File: config.mk
export PLATFORM = sky130hd
export DESIGN_NAME = image_stream_tx_flat
export DESIGN_NICKNAME = d
export VERILOG_FILES = /design/src/rtl/image_stream_tx_if.sv /design/src/rtl/image_stream_tx.sv /design/src/flat_wrapper.sv
export SDC_FILE = /design/constraint.sdc
export NUM_CORES = 1
export LEC_CHECK = 0
export ABC_AREA = 1
export BUFFER_PORTS_ARGS = -buffer_cell sky130_fd_sc_hd__buf_2
export CORE_ASPECT_RATIO = 0.75
export CORE_MARGIN = 4
export CORE_UTILIZATION = 25
export DETAILED_ROUTE_END_ITERATION = 10
export PLACE_DENSITY = 0.39
export SETUP_SLACK_MARGIN = 0.02
export SLEW_MARGIN = 20
export SYNTH_ARGS = -nofsm -noshare
export SYNTH_HDL_FRONTEND = slang
export SYNTH_SLANG_ARGS = --single-unit
File: constraint.sdc
create_clock -name clk -period 3.8 [get_ports clk]
set_input_delay 0.76 -clock clk [delete_from_list [all_inputs] [get_ports clk]]
set_output_delay 0.76 -clock clk [all_outputs]
set_load 0.02 [all_outputs]
File: src/rtl/image_stream_tx_if.sv
// rtl/image_stream_tx_if.sv - word stream bundle (dvo/dtypeo/datao) between image_stream_tx and its sink
interface image_stream_tx_if #(
  parameter int DATA_WIDTH  = 8,
  parameter int DTYPE_WIDTH = 3
);
  logic                   dvo;
  logic [DTYPE_WIDTH-1:0] dtypeo;
  logic [DATA_WIDTH-1:0]  datao;

  modport master (output dvo, output dtypeo, output datao);
  modport slave  (input  dvo, input  dtypeo, input  datao);
endinterface

File: src/rtl/image_stream_tx.sv
// rtl/image_stream_tx.sv - test-pattern image frame generator; IMAGE_TX_FRAME_COUNT_EN adds a frame counter in FRAME_START data
module image_stream_tx #(
  parameter int  DATA_WIDTH  = 8,
  parameter int  MAX_COLS    = 1280,
  parameter int  MAX_ROWS    = 1024,
  localparam int CW          = $clog2(MAX_COLS + 1),
  localparam int RW          = $clog2(MAX_ROWS + 1),
  localparam int DTYPE_WIDTH = 3
) (
  input  logic             clk,
  input  logic             resetb,
  input  logic             enable,
  input  logic [CW-1:0]    num_cols,
  input  logic [RW-1:0]    num_rows,
  input  logic [7:0]       hblank,
  input  logic [15:0]      vblank,
  input  logic [1:0]       pattern,
  output logic             busy,
  image_stream_tx_if.master tx
);

  localparam logic [DTYPE_WIDTH-1:0] DTYPE_FRAME_START = 3'd1;
  localparam logic [DTYPE_WIDTH-1:0] DTYPE_FRAME_END   = 3'd2;
  localparam logic [DTYPE_WIDTH-1:0] DTYPE_ROW_START   = 3'd3;
  localparam logic [DTYPE_WIDTH-1:0] DTYPE_ROW_END     = 3'd4;
  localparam logic [DTYPE_WIDTH-1:0] DTYPE_PIXEL       = 3'd5;

  typedef enum logic [2:0] {IDLE, FSTART, RSTART, PIXEL, REND, HBLANK, FEND, VBLANK} state_e;

  state_e                 state_q, state_d;
  logic [CW-1:0]          col_q, col_d, cols_q, cols_d;
  logic [RW-1:0]          row_q, row_d, rows_q, rows_d;
  logic [15:0]            cnt_q, cnt_d, vb_q, vb_d;
  logic [7:0]             hb_q, hb_d;
  logic [1:0]             pat_q, pat_d;
  logic                   dvo_q, dvo_d, busy_q, busy_d;
  logic [DTYPE_WIDTH-1:0] dtype_q, dtype_d;
  logic [DATA_WIDTH-1:0]  data_q, data_d, fs_data;
  logic                   frame_start, frame_done;

  function automatic logic [CW-1:0] clamp_cols(input logic [CW-1:0] v);
    if (v == '0) return CW'(1);
    else if (v > CW'(MAX_COLS)) return CW'(MAX_COLS);
    else return v;
  endfunction

  function automatic logic [RW-1:0] clamp_rows(input logic [RW-1:0] v);
    if (v == '0) return RW'(1);
    else if (v > RW'(MAX_ROWS)) return RW'(MAX_ROWS);
    else return v;
  endfunction

  function automatic logic [DATA_WIDTH-1:0] pixel_value(input logic [1:0] pat,
                                                         input logic [RW-1:0] r,
                                                         input logic [CW-1:0] c);
    logic [DATA_WIDTH-1:0] v;
    case (pat)
      2'd0:    v = DATA_WIDTH'(c);
      2'd1:    v = DATA_WIDTH'(r) + DATA_WIDTH'(c);
      2'd2:    v = (r[3] ^ c[3]) ? '1 : '0;
      default: v = DATA_WIDTH'(8'h80) << (DATA_WIDTH - 8);
    endcase
    return v;
  endfunction

`ifdef IMAGE_TX_FRAME_COUNT_EN
  logic [DATA_WIDTH-1:0] fcnt_q, fcnt_d;

  // Counter advances on the FEND word so a directly following FSTART already shows the new count
  assign fcnt_d  = (state_q == FEND) ? fcnt_q + DATA_WIDTH'(1) : fcnt_q;
  assign fs_data = fcnt_d;

  always_ff @(posedge clk or negedge resetb) begin
    if (!resetb) fcnt_q <= '0;
    else         fcnt_q <= fcnt_d;
  end
`else
  assign fs_data = '0;
`endif

  always_ff @(posedge clk or negedge resetb) begin
    if (!resetb) begin
      state_q <= IDLE;
      col_q   <= '0;
      row_q   <= '0;
      cnt_q   <= '0;
      cols_q  <= '0;
      rows_q  <= '0;
      hb_q    <= '0;
      vb_q    <= '0;
      pat_q   <= '0;
      dvo_q   <= 1'b0;
      dtype_q <= '0;
      data_q  <= '0;
      busy_q  <= 1'b0;
    end else begin
      state_q <= state_d;
      col_q   <= col_d;
      row_q   <= row_d;
      cnt_q   <= cnt_d;
      cols_q  <= cols_d;
      rows_q  <= rows_d;
      hb_q    <= hb_d;
      vb_q    <= vb_d;
      pat_q   <= pat_d;
      dvo_q   <= dvo_d;
      dtype_q <= dtype_d;
      data_q  <= data_d;
      busy_q  <= busy_d;
    end
  end

  // Outputs are decoded from the next state so the registered word lines up with the state it belongs to
  always_comb begin
    state_d     = state_q;
    col_d       = col_q;
    row_d       = row_q;
    cnt_d       = cnt_q;
    cols_d      = cols_q;
    rows_d      = rows_q;
    hb_d        = hb_q;
    vb_d        = vb_q;
    pat_d       = pat_q;
    frame_start = 1'b0;
    frame_done  = 1'b0;
    dvo_d       = 1'b0;
    dtype_d     = '0;
    data_d      = '0;

    case (state_q)
      IDLE:   frame_start = enable;
      FSTART: state_d = RSTART;
      RSTART: begin
        state_d = PIXEL;
        col_d   = '0;
      end
      PIXEL: begin
        if (col_q == cols_q - CW'(1)) state_d = REND;
        else                          col_d   = col_q + CW'(1);
      end
      REND: begin
        if (row_q == rows_q - RW'(1)) begin
          state_d = FEND;
        end else if (hb_q == 8'd0) begin
          state_d = RSTART;
          row_d   = row_q + RW'(1);
        end else begin
          state_d = HBLANK;
          cnt_d   = 16'(hb_q) - 16'd1;
        end
      end
      HBLANK: begin
        if (cnt_q == 16'd0) begin
          state_d = RSTART;
          row_d   = row_q + RW'(1);
        end else begin
          cnt_d = cnt_q - 16'd1;
        end
      end
      FEND: begin
        if (vb_q == 16'd0) begin
          frame_done = 1'b1;
        end else begin
          state_d = VBLANK;
          cnt_d   = vb_q - 16'd1;
        end
      end
      VBLANK: begin
        if (cnt_q == 16'd0) frame_done = 1'b1;
        else                cnt_d = cnt_q - 16'd1;
      end
      default: state_d = IDLE;
    endcase

    if (frame_done) begin
      if (enable) frame_start = 1'b1;
      else        state_d     = IDLE;
    end

    if (frame_start) begin
      state_d = FSTART;
      row_d   = '0;
      col_d   = '0;
      cnt_d   = '0;
      cols_d  = clamp_cols(num_cols);
      rows_d  = clamp_rows(num_rows);
      hb_d    = hblank;
      vb_d    = vblank;
      pat_d   = pattern;
    end

    case (state_d)
      FSTART: begin
        dvo_d   = 1'b1;
        dtype_d = DTYPE_FRAME_START;
        data_d  = fs_data;
      end
      RSTART: begin
        dvo_d   = 1'b1;
        dtype_d = DTYPE_ROW_START;
        data_d  = DATA_WIDTH'(row_d);
      end
      PIXEL: begin
        dvo_d   = 1'b1;
        dtype_d = DTYPE_PIXEL;
        data_d  = pixel_value(pat_d, row_d, col_d);
      end
      REND: begin
        dvo_d   = 1'b1;
        dtype_d = DTYPE_ROW_END;
      end
      FEND: begin
        dvo_d   = 1'b1;
        dtype_d = DTYPE_FRAME_END;
      end
      default: ;
    endcase

    busy_d = (state_d != IDLE);
  end

  assign tx.dvo    = dvo_q;
  assign tx.dtypeo = dtype_q;
  assign tx.datao  = data_q;
  assign busy      = busy_q;

endmodule

File: src/flat_wrapper.sv
// flat-port wrapper written by rule: the top's interface ports become plain ports
module image_stream_tx_flat 
#(
  parameter int  DATA_WIDTH  = 8,
  parameter int  MAX_COLS    = 1280,
  parameter int  MAX_ROWS    = 1024,
  localparam int CW          = $clog2(MAX_COLS + 1),
  localparam int RW          = $clog2(MAX_ROWS + 1),
  localparam int DTYPE_WIDTH = 3
)
  (clk, resetb, enable, num_cols, num_rows, hblank, vblank, pattern, busy, tx_dvo, tx_dtypeo, tx_datao);
  image_stream_tx_if #(.DATA_WIDTH(DATA_WIDTH), .DTYPE_WIDTH(3)) tx_i ();
  input  logic clk;
  input  logic resetb;
  input  logic enable;
  input  logic [CW-1:0] num_cols;
  input  logic [RW-1:0] num_rows;
  input  logic [7:0] hblank;
  input  logic [15:0] vblank;
  input  logic [1:0] pattern;
  output logic busy;
  output wire logic [$bits(tx_i.dvo)-1:0] tx_dvo;
  output wire logic [$bits(tx_i.dtypeo)-1:0] tx_dtypeo;
  output wire logic [$bits(tx_i.datao)-1:0] tx_datao;
  assign tx_dvo = tx_i.dvo;
  assign tx_dtypeo = tx_i.dtypeo;
  assign tx_datao = tx_i.datao;
  image_stream_tx #(.DATA_WIDTH(DATA_WIDTH), .MAX_COLS(MAX_COLS), .MAX_ROWS(MAX_ROWS)) u_core (.clk(clk), .resetb(resetb), .enable(enable), .num_cols(num_cols), .num_rows(num_rows), .hblank(hblank), .vblank(vblank), .pattern(pattern), .busy(busy), .tx(tx_i));
endmodule
==> impl_metrics.csv, run 1 <==
group,metric,value,unit
clock_tree,postCtsHoldBufs,0,
synth,synth_warnings,0,
synth,ys_seq_elements,102,
place,place.gp.congestion,0.8064,
power,seq_power_share,50.2,%
drt,num_vias,6229,
drt,vias_per_cell,4.494,
critical_path,crit_path_end,"u_core.tx.datao[7]",
power,p_int,1.675,mW
grt,grt_pass1_wl,33110,um
clock_tree,worstSkewPairLatency,0.37,ns
synth,seq_area_frac_synth,38.53,%
synth,synthArstFlopShare,100.0,%
synth,syn_inst,931,
critical_path,critPathMaxFanout,5,
critical_path,crit_top_cell,"nand2_1",
synth,syn_nets,996,
timing,finalHoldViolCount,0,
critical_path,rr_worst_depth,28,
floorplan,die_w,196.0,um
critical_path,endpoint_kind,"register",
drt,wl,20520,um
critical_path,ff2ff_setup_slack,0.16,ns
critical_path,start_kind,"register",
synth,synth_ff_type,"dfrtp_1",
floorplan,num_rows,51,
timing,period_share,95.74,%
power,ir_worst_vdd,0.0001998,V
flow_run,max-cap-violations,0,
grt,use_met2,19.47,%
cells_and_area,finalNetCount,1102,
power,p_clk_share,47.0,%
synth,synth_edf_count,0,
place,dpl-instance-area,0.007601,mm2
grt,use_met3,2.913,%
clock_tree,numCtsBuffers,9,
critical_path,cp.required,4.06,ns
synth,netlist_area,0.006625,mm2
grt,grtUsageTotal,14.31,%
drt,drc_errors,0,
critical_path,crit_slowest_cell,"o41ai_4",
critical_path,r2r_end,"u_core.tx.datao[7]",
timing,final.setup_skew,0.01174,ns
drt,wl_per_cell,14.81,um
clock_tree,root_buffer,"clkbuf_16",
power,p_sw,0.4864,mW
critical_path,startpoint,"u_core.hb_q[1]",
power,swShare,22.51,%
drt,ant_nets,0,
run_status,status,"finished, final reports clean",
grt,met1_usage,22.93,%
cells_and_area,diodes,0,
place,hpwlAfterDp,15720,um
place,portBuffers,63,
cells_and_area,post-route-util,31.41,%
timing,grt_setup_unrepaired,"true",
critical_path,cpPeakStageDelay,0.42,ns
timing,tns,0,ns
floorplan,start_util,25.45,%
min_path,hold_path_class,"input port to asynchronous set/reset pin",
cells_and_area,syn_to_final_growth,23.42,%
synth,synth_area_per_cell,7.116,um2
clock_tree,cts_max_path_buffers,2,
timing,max_freq,274.9,MHz
floorplan,die_y,149.0,um
synth,synth_top_area_cell,"dfrtp_1",
clock_tree,h-tree-depth,3,
floorplan,die-area,0.02920,mm2
floorplan,core-area,0.02604,mm2
drt,dr.pass1.iters,5,
cells_and_area,stdcell_count,1386,
grt,grt-ovfl-total,0,
drt,drtIter0Drc,339,
synth,synth.distinct_cells,54,
timing,tightest_slew,0.7887,ns
clock_tree,path_clk_slew,0.08,ns
grt,grt_max_degree,80,
synth,synthTopCellsByArea,"dfrtp_1 (39%), nand2_1 (14%), inv_1 (7.1%), nand3_1 (6.9%), o21ai_0 (5.7%)",
synth,yosysTopAreaCellShare,38.53,%
critical_path,r2r_start,"u_core.hb_q[1]",
timing,min_period,3.638,ns
grt,grt_pass1_vias,5950,
power,power.share.combinational,2.8,%
cells_and_area,drive_above_1_share,20.73,%
power,p_leak,3.884,nW
timing,drv_slew,0,
clock_tree,cts_tree,"built",
timing,setup_viol,0,
place,dp_cells,1362,
power,powerDensity,264.3,mW/mm2
critical_path,setup.worst_path.class,"register to register",
grt,grt_busiest_layer,"met1",
cells_and_area,final_area,0.008177,mm2
timing,max_slew_margin,47.42,%
grt,antenna_found_initial,0,
clock_tree,cts_num_sinks,102,
floorplan,io_pins,64,
critical_path,arrival,3.90,ns
placed cells by master (no fill, tap or decap), types with 3 or more instances in the layout:
cell         n
buf_2       62
ha_1         7
dfrtp_1    102
ha_4         4
nand2_2      8
o21ai_1     11
o2111ai_1    3
nand2_1    237
xnor2_1      5
nand3_2      8
o22ai_1      3
nor3_1      13
o21ai_2     10
o21ai_0     71
clkbuf_8     3
o31ai_1      5
a21oi_2      4
clkbuf_16    9
inv_2       11
nor2_1      77
xor2_1      20
nand3_1     87
nor2_4       3
a22o_1       5
inv_1      118
buf_4       50
o31ai_2      3
a21oi_1     24
nand4_1     13
nor2_2      18
a32o_1       3
nor4_1       3
o21a_1       3
cell usage after synthesis, types with 2 or more instances:
cell and count:
a21oi_1 28, a22o_1 5, a31oi_1 2, a32o_1 3, buf_1 2, buf_2 8, buf_6 3, clkbuf_1 5
clkinv_1 2, dfrtp_1 102, ha_1 13, inv_1 125, inv_2 4, nand2_1 243, nand2_2 3, nand3_1 92
nand3_2 3, nand4_1 13, nor2_1 87, nor2_2 9, nor2_4 2, nor3_1 14, nor3_4 2, nor4_1 3
o2111ai_1 3, o211ai_1 2, o21a_1 3, o21ai_0 75, o21ai_1 8, o21ai_2 9, o21bai_1 2, o22ai_1 3
o31ai_1 8, o41ai_1 2, xnor2_1 5, xor2_1 20
cells by family after synthesis:
| logic type | synth area share (%) |
|---|---|
| XOR/XNOR | 3.305 |
| flip-flops | 38.53 |
| AND/OR/NAND/NOR | 31.80 |
| AO/OA/AOI/OAI | 14.49 |
| adder cells (fa/ha/maj) | 2.757 |
| buffers and inverters | 9.122 |
per-stage QoR:
step | total power [mW] | hold WS, ns | worst slack (ns)
CTS | 2.212 | 0.4870 | 0.02892
finish | 2.161 | 0.4476 | 0.1619
global route | 2.258 | 0.5061 | -0.1742
global placement | 1.170 | 0.4902 | -0.009464
floorplan | 1.112 | 0.4644 | 0.2347
detailed placement | 1.170 | 0.4906 | -0.1399
layout make-up:
cell class	count	area (um2)
clock buffer	12	266.5
clock inverter	4	52.55
fill	2900	17860
inverter	132	496.7
multi-input combinational	678	3661
sequential	102	2552
tap	344	430.4
timing repair buffer	114	716.9
timing repair:
item | 4_1_cts | 5_1_grt
endpoints found under the hold margin | 0 | 0
setup endpoints to repair | 3 | 5
gates resized for setup | 6 | 49
buffers inserted | 0 | 8
pin swaps | 0 | 21
power by group through the flow:
stage	registers, mW	clock network, mW	logic, mW
2_1_floorplan	1.11	0	0.00548
3_3_place_gp	1.11	0	0.0639
3_5_place_dp	1.11	0	0.0642
4_1_cts	1.08	1.06	0.0643
5_1_grt	1.08	1.10	0.0711
6_report	1.08	1.02	0.0606
state kept, by name (all words and copies together) (netlist names):
signal,count
u_core.cnt_q,16
u_core.vb_q,16
u_core.col_q,11
u_core.cols_q,11
u_core.row_q,11
u_core.rows_q,11
u_core.hb_q,8
u_core.tx.datao,8
u_core.state_q,3
u_core.tx.dtypeo,3
u_core.pat_q,2
u_core.busy,1
u_core.tx.dvo,1
metal layers:
| metal | vias up | share of wire (%) |
|---|---|---|
| li1 | 3252 | - |
| met1 | 2863 | 56 |
| met2 | 103 | 39 |
| met3 | 11 | 4.0 |
| met4 | 0 | 0.88 |
| met5 | - | 0 |
worst max-delay path, delay by kind of cell (launching register included):
kind	cells	cell delay [ns]
AO/OA/AOI/OAI	5	0.96
flip-flops	1	0.37
adder cells (fa/ha/maj)	2	0.41
buffers and inverters	4	0.25
AND/OR/NAND/NOR	17	1.54
worst min path at each step:
stage                    startpoint               to  slack [ns]  depth (start not counted)
floorplan                    resetb      u_core.busy        0.46                          0
global placement    u_core.cnt_q[4]  u_core.cnt_q[4]        0.49                          2
detailed placement  u_core.cnt_q[4]  u_core.cnt_q[4]        0.49                          2
CTS                          resetb   u_core.vb_q[6]        0.49                          1
global route                 resetb   u_core.vb_q[6]        0.51                          1
finish                       resetb   u_core.vb_q[6]        0.45                          1
(Power assumes the default switching activity.)
==> run 2: changes to the inputs <==
--- a/config.mk
+++ b/config.mk
@@ -11,7 +11,6 @@
 export CORE_MARGIN = 4
 export CORE_UTILIZATION = 25
 export DETAILED_ROUTE_END_ITERATION = 10
-export PLACE_DENSITY = 0.39
 export SETUP_SLACK_MARGIN = 0.02
 export SLEW_MARGIN = 20
 export SYNTH_ARGS = -nofsm -noshare
==> impl_metrics.csv, run 2 (synthesis results as in run 1) <==
group,metric,value,unit
critical_path,cpPeakStageDelay,0.37,ns
timing,max_freq,285.7,MHz
critical_path,critPathMaxFanout,4,
clock_tree,postCtsHoldBufs,0,
timing,tns,0,ns
grt,grtUsageTotal,13.15,%
cells_and_area,syn_to_final_growth,20.89,%
drt,wl,18610,um
timing,min_period,3.500,ns
grt,grt_pass1_vias,5932,
power,ir_worst_vdd,0.0001788,V
clock_tree,path_clk_slew,0.08,ns
power,power.total,2.066,mW
timing,final.setup_skew,0.01281,ns
cells_and_area,final_common_cell,"nand2_1",
grt,antenna_found_initial,0,
drt,drtIter0Drc,484,
clock_tree,cts_tree,"built",
cells_and_area,drive_above_1_share,19.08,%
cells_and_area,diodes,0,
critical_path,crit_slowest_cell,"dfrtp_1",
cells_and_area,finalNetCount,1087,
critical_path,cp.required,4.06,ns
place,portBuffers,63,
critical_path,cp_top_family,"simple AND/OR/NAND/NOR gates",
drt,dr.pass1.iters,5,
power,p_leak,3.789,nW
min_path,hold_path_class,"input port to asynchronous set/reset pin",
timing,period_share,92.11,%
critical_path,setup.worst_path.class,"register to register",
critical_path,arrival,3.76,ns
flow_run,max-cap-violations,0,
timing,max_slew_margin,40.78,%
place,hpwlAfterDp,14410,um
clock_tree,worstSkewPairLatency,0.36,ns
clock_tree,cts_max_path_buffers,2,
floorplan,start_util,25.45,%
drt,wl_per_cell,13.57,um
run_status,status,"finished, final reports clean",
timing,setup_viol,0,
drt,ant_nets,0,
timing,finalHoldViolCount,0,
cells_and_area,post-route-util,30.76,%
grt,grt_pass1_wl,31040,um
cells_and_area,layout_common_cells,"nand2_1 (237), inv_1 (118), dfrtp_1 (102)",
floorplan,num_rows,51,
floorplan,die_y,149.0,um
timing,tightest_slew,0.8883,ns
floorplan,core-area,0.02604,mm2
grt,grt-ovfl-total,0,
grt,grt_max_degree,80,
place,pre_cts_slack,-0.1412,ns
cells_and_area,largestRegisters,"u_core.cnt_q x16, u_core.vb_q x16",
power,powerDensity,258.0,mW/mm2
drt,drc_errors,0,
floorplan,die_w,196.0,um
drt,num_vias,6280,
critical_path,start_kind,"register",
place,place.gp.congestion,0.8951,
timing,drv_slew,0,
clock_tree,h-tree-depth,3,
timing,whs,0.5173,ns
timing,grt_setup_unrepaired,"true",
timing,worst_slack,0.2997,ns
drt,vias_per_cell,4.581,
critical_path,crit_top_cell,"nand2_1",
critical_path,crit_buf_inv,5,
floorplan,die-area,0.02920,mm2
critical_path,endpoint_kind,"register",
floorplan,io_pins,64,
clock_tree,cts_num_sinks,102,
clock_tree,root_buffer,"clkbuf_16",
clock_tree,numCtsBuffers,9,
[run 2: changes by cell type in the layout (fill, tap and decap cells not counted), sizes merged]
cell	delta
buf	-15
bufinv	-1
clkbuf	-1
clkinv	+1
inv	+1
[run 2: what timing repair did]
item                       4_1_cts  5_1_grt
hold endpoints to repair         0        0
pin swaps                        0        6
setup endpoints to repair        3        5
gates cloned                     0        0
setup buffers                    0        5
resized for setup                8       43
[run 2: path summary, 6_finish.rpt]
kind / start / end / slack, ns / cells after the start
min in group clk: u_core.cnt_q[1] / u_core.cnt_q[1] / 0.52 / 2
hold reg to reg: u_core.cnt_q[1] / u_core.cnt_q[1] / 0.52 / 2
max in group asynchronous: resetb / u_core.rows_q[1] / 2.46 / 2
setup reg to reg: u_core.hb_q[1] / u_core.tx.datao[7] / 0.30 / 29
hold / removal: resetb / u_core.vb_q[0] / 0.52 / 1
setup / recovery: u_core.hb_q[1] / u_core.tx.datao[7] / 0.30 / 29
[run 2: routing by layer]
metal	up-vias	global-route usage (%)	share of wire [%]
li1	3233	-	-
met3	7	3.116	5.9
met5	-	0	0
met2	167	17.58	38
met4	0	2.547	0.47
met1	2873	21.15	55
[run 2: area by class of cell]
cell class / count / area, um2
multi-input combinational: 678 / 3649
clock buffer: 11 / 252.7
inverter: 132 / 496.7
clock inverter: 5 / 40.04
timing repair buffer: 99 / 588.1
tap: 344 / 430.4
fill: 2854 / 18030
sequential: 102 / 2552
[run 2: stage by stage]
stage,cells,area [um2]
floorplan,931,6625
global placement,1350,7498
detailed placement,1350,7498
CTS,1366,7812
global route,1371,8009
finish,1371,8009
[run 2: power breakdown]
part | internal, mW | total [mW] | switching (mW) | leakage, nW
combinational | 0.0220 | 0.0605 | 0.0385 | 2.53
clock | 0.487 | 0.921 | 0.435 | 0.146
sequential | 1.08 | 1.08 | 0 | 1.11
==> run 3: changes to the inputs <==
--- a/config.mk
+++ b/config.mk
@@ -11,6 +11,7 @@
 export CORE_MARGIN = 4
 export CORE_UTILIZATION = 25
 export DETAILED_ROUTE_END_ITERATION = 10
+export REMOVE_ABC_BUFFERS = 1
 export SETUP_SLACK_MARGIN = 0.02
 export SLEW_MARGIN = 20
 export SYNTH_ARGS = -nofsm -noshare
==> constraint.sdc (replaced) <==
create_clock -name clk -period 3.8 [get_ports clk]
set_input_delay 0.76 -clock clk [delete_from_list [all_inputs] [get_ports clk]]
set_output_delay 0.76 -clock clk [all_outputs]
set_load 0.05 [all_outputs]
==> impl_metrics.csv, run 3 (synthesis results as in run 1) <==
group,metric,value,unit
clock_tree,cts_tree,"built",
place,place.gp.congestion,0.8922,
clock_tree,worstSkewPairLatency,0.36,ns
critical_path,arrival,3.78,ns
run_status,status,"finished, final reports clean",
min_path,hold_path_class,"input port to asynchronous set/reset pin",
floorplan,die_y,149.0,um
drt,wl,18440,um
timing,final.setup_skew,0.01324,ns
clock_tree,numCtsBuffers,9,
clock_tree,postCtsHoldBufs,0,
cells_and_area,diodes,0,
timing,drv_slew,0,
grt,grt_pass1_vias,5878,
flow_run,max-cap-violations,0,
power,swShare,24.16,%
place,portBuffers,63,
cells_and_area,finalNetCount,1087,
clock_tree,cts_num_sinks,102,
timing,max_slew_margin,50.56,%
cells_and_area,layout_common_cells,"nand2_1 (237), inv_1 (119), dfrtp_1 (102)",
power,p_sw,0.4982,mW
grt,grtUsageTotal,12.70,%
grt,grt_max_degree,63,
power,ir_worst_vdd,0.0002288,V
floorplan,core-area,0.02604,mm2
power,power.total,2.062,mW
grt,grt_pass1_wl,30390,um
clock_tree,h-tree-depth,3,
drt,vias_per_cell,4.594,
critical_path,cpPeakStageDelay,0.38,ns
floorplan,num_rows,51,
cells_and_area,syn_to_final_growth,20.85,%
timing,finalHoldViolCount,0,
timing,whs,0.4350,ns
drt,drc_errors,0,
timing,max_freq,282.5,MHz
critical_path,crit_top_cell,"nand2_1",
drt,dr.pass1.iters,5,
critical_path,setup.worst_path.class,"register to register",
drt,wl_per_cell,13.45,um
drt,drtIter0Drc,490,
place,hpwlAfterDp,13800,um
cells_and_area,final_common_cell,"nand2_1",
power,powerDensity,257.5,mW/mm2
critical_path,critPathMaxFanout,5,
drt,num_vias,6299,
critical_path,ff2ff_setup_slack,0.26,ns
critical_path,crit_slowest_cell,"dfrtp_1",
floorplan,io_pins,64,
critical_path,start_kind,"register",
floorplan,die_w,196.0,um
critical_path,endpoint_kind,"register",
power,p_leak,3.782,nW
timing,grt_setup_unrepaired,"true",
power,p_int,1.564,mW
floorplan,start_util,25.45,%
clock_tree,path_clk_slew,0.07,ns
timing,setup_viol,0,
cells_and_area,largestRegisters,"u_core.cnt_q x16, u_core.vb_q x16",
clock_tree,cts_max_path_buffers,2,
timing,period_share,93.16,%
grt,antenna_found_initial,0,
power,seq_power_share,52.6,%
drt,ant_nets,0,
grt,grt-ovfl-total,0,
floorplan,die-area,0.02920,mm2
power,power.share.combinational,3.0,%
clock_tree,root_buffer,"clkbuf_16",
timing,tightest_slew,0.7399,ns
cells_and_area,drive_above_1_share,18.70,%
power,p_clk_share,44.5,%
critical_path,cp.required,4.04,ns
timing,min_period,3.540,ns
run 3: cell types whose count changed in the layout (fill, tap and decap cells not counted), sizes merged:
cell | previous run | this run
clkinv | 6 | 4
clkinvlp | 0 | 1
clkbuf | 11 | 10
inv | 131 | 133
run 3: layout make-up:
class                   count  area (um2)
clock inverters             6       51.30
flip-flops and latches    102        2552
repair buffers             99       600.6
fillers                  2897       18030
clock buffers              10       229.0
inverters                 132       496.7
well taps                 344       430.4
multi-input cells         678        3646
run 3: critical path: cells and delay by family (launching register included):
family | cells | cell delay, ns
AO/OA/AOI/OAI | 4 | 0.45
adder cells (fa/ha/maj) | 1 | 0.28
buffers and inverters | 6 | 0.66
flip-flops | 1 | 0.38
AND/OR/NAND/NOR | 19 | 1.65
run 3: final timing paths:
| path | startpoint | endpoint | cells past startpoint |
|---|---|---|---|
| worst max-delay path | u_core.rows_q[0] | u_core.tx.datao[7] | 30 |
| worst min-delay path | resetb | u_core.rows_q[3] | 1 |
| worst max register to register | u_core.rows_q[0] | u_core.tx.datao[7] | 30 |
| worst min register to register | u_core.cnt_q[15] | u_core.cnt_q[15] | 2 |
| max in group asynchronous | resetb | u_core.pat_q[1] | 2 |
| min in group clk | u_core.cnt_q[15] | u_core.cnt_q[15] | 2 |
run 3: through the flow:
stage,cells,cell area (um2),worst slack (ns),setup TNS (ns),util (%)
CTS,1364,7806,0.06428,0,29.98
floorplan,912,6518,-0.6330,-2.257,-
global placement,1348,7496,-0.1276,-0.1276,28.79
finish,1371,8006,0.2601,0,30.75
detailed placement,1348,7496,-0.1875,-0.1970,28.79
global route,1371,8006,-0.08365,-0.08365,30.75
run 3: routing by layer:
layer	part of all wire, %	global-route usage [%]	vias to the layer above
li1	-	-	3228
met4	1.3	2.896	0
met5	0	0	-
met3	5.5	2.371	17
met2	38	17.29	161
met1	55	20.40	2893
run 3: what timing repair did:
| item | 4_1_cts | 5_1_grt |
|---|---|---|
| buffers inserted | 0 | 7 |
| setup endpoints to repair | 3 | 4 |
| resized for setup | 11 | 39 |
| pin swaps | 0 | 9 |
| endpoints found under the hold margin | 0 | 0 |
run 3: power groups by stage:
stage	sequential [mW]	combinational [mW]	clock, mW
after floorplan	1.11	0.00548	0
after global placement	1.11	0.0630	0
after detailed placement	1.11	0.0638	0
after CTS	1.08	0.0642	0.944
after global routing	1.08	0.0715	0.977
final	1.08	0.0609	0.917
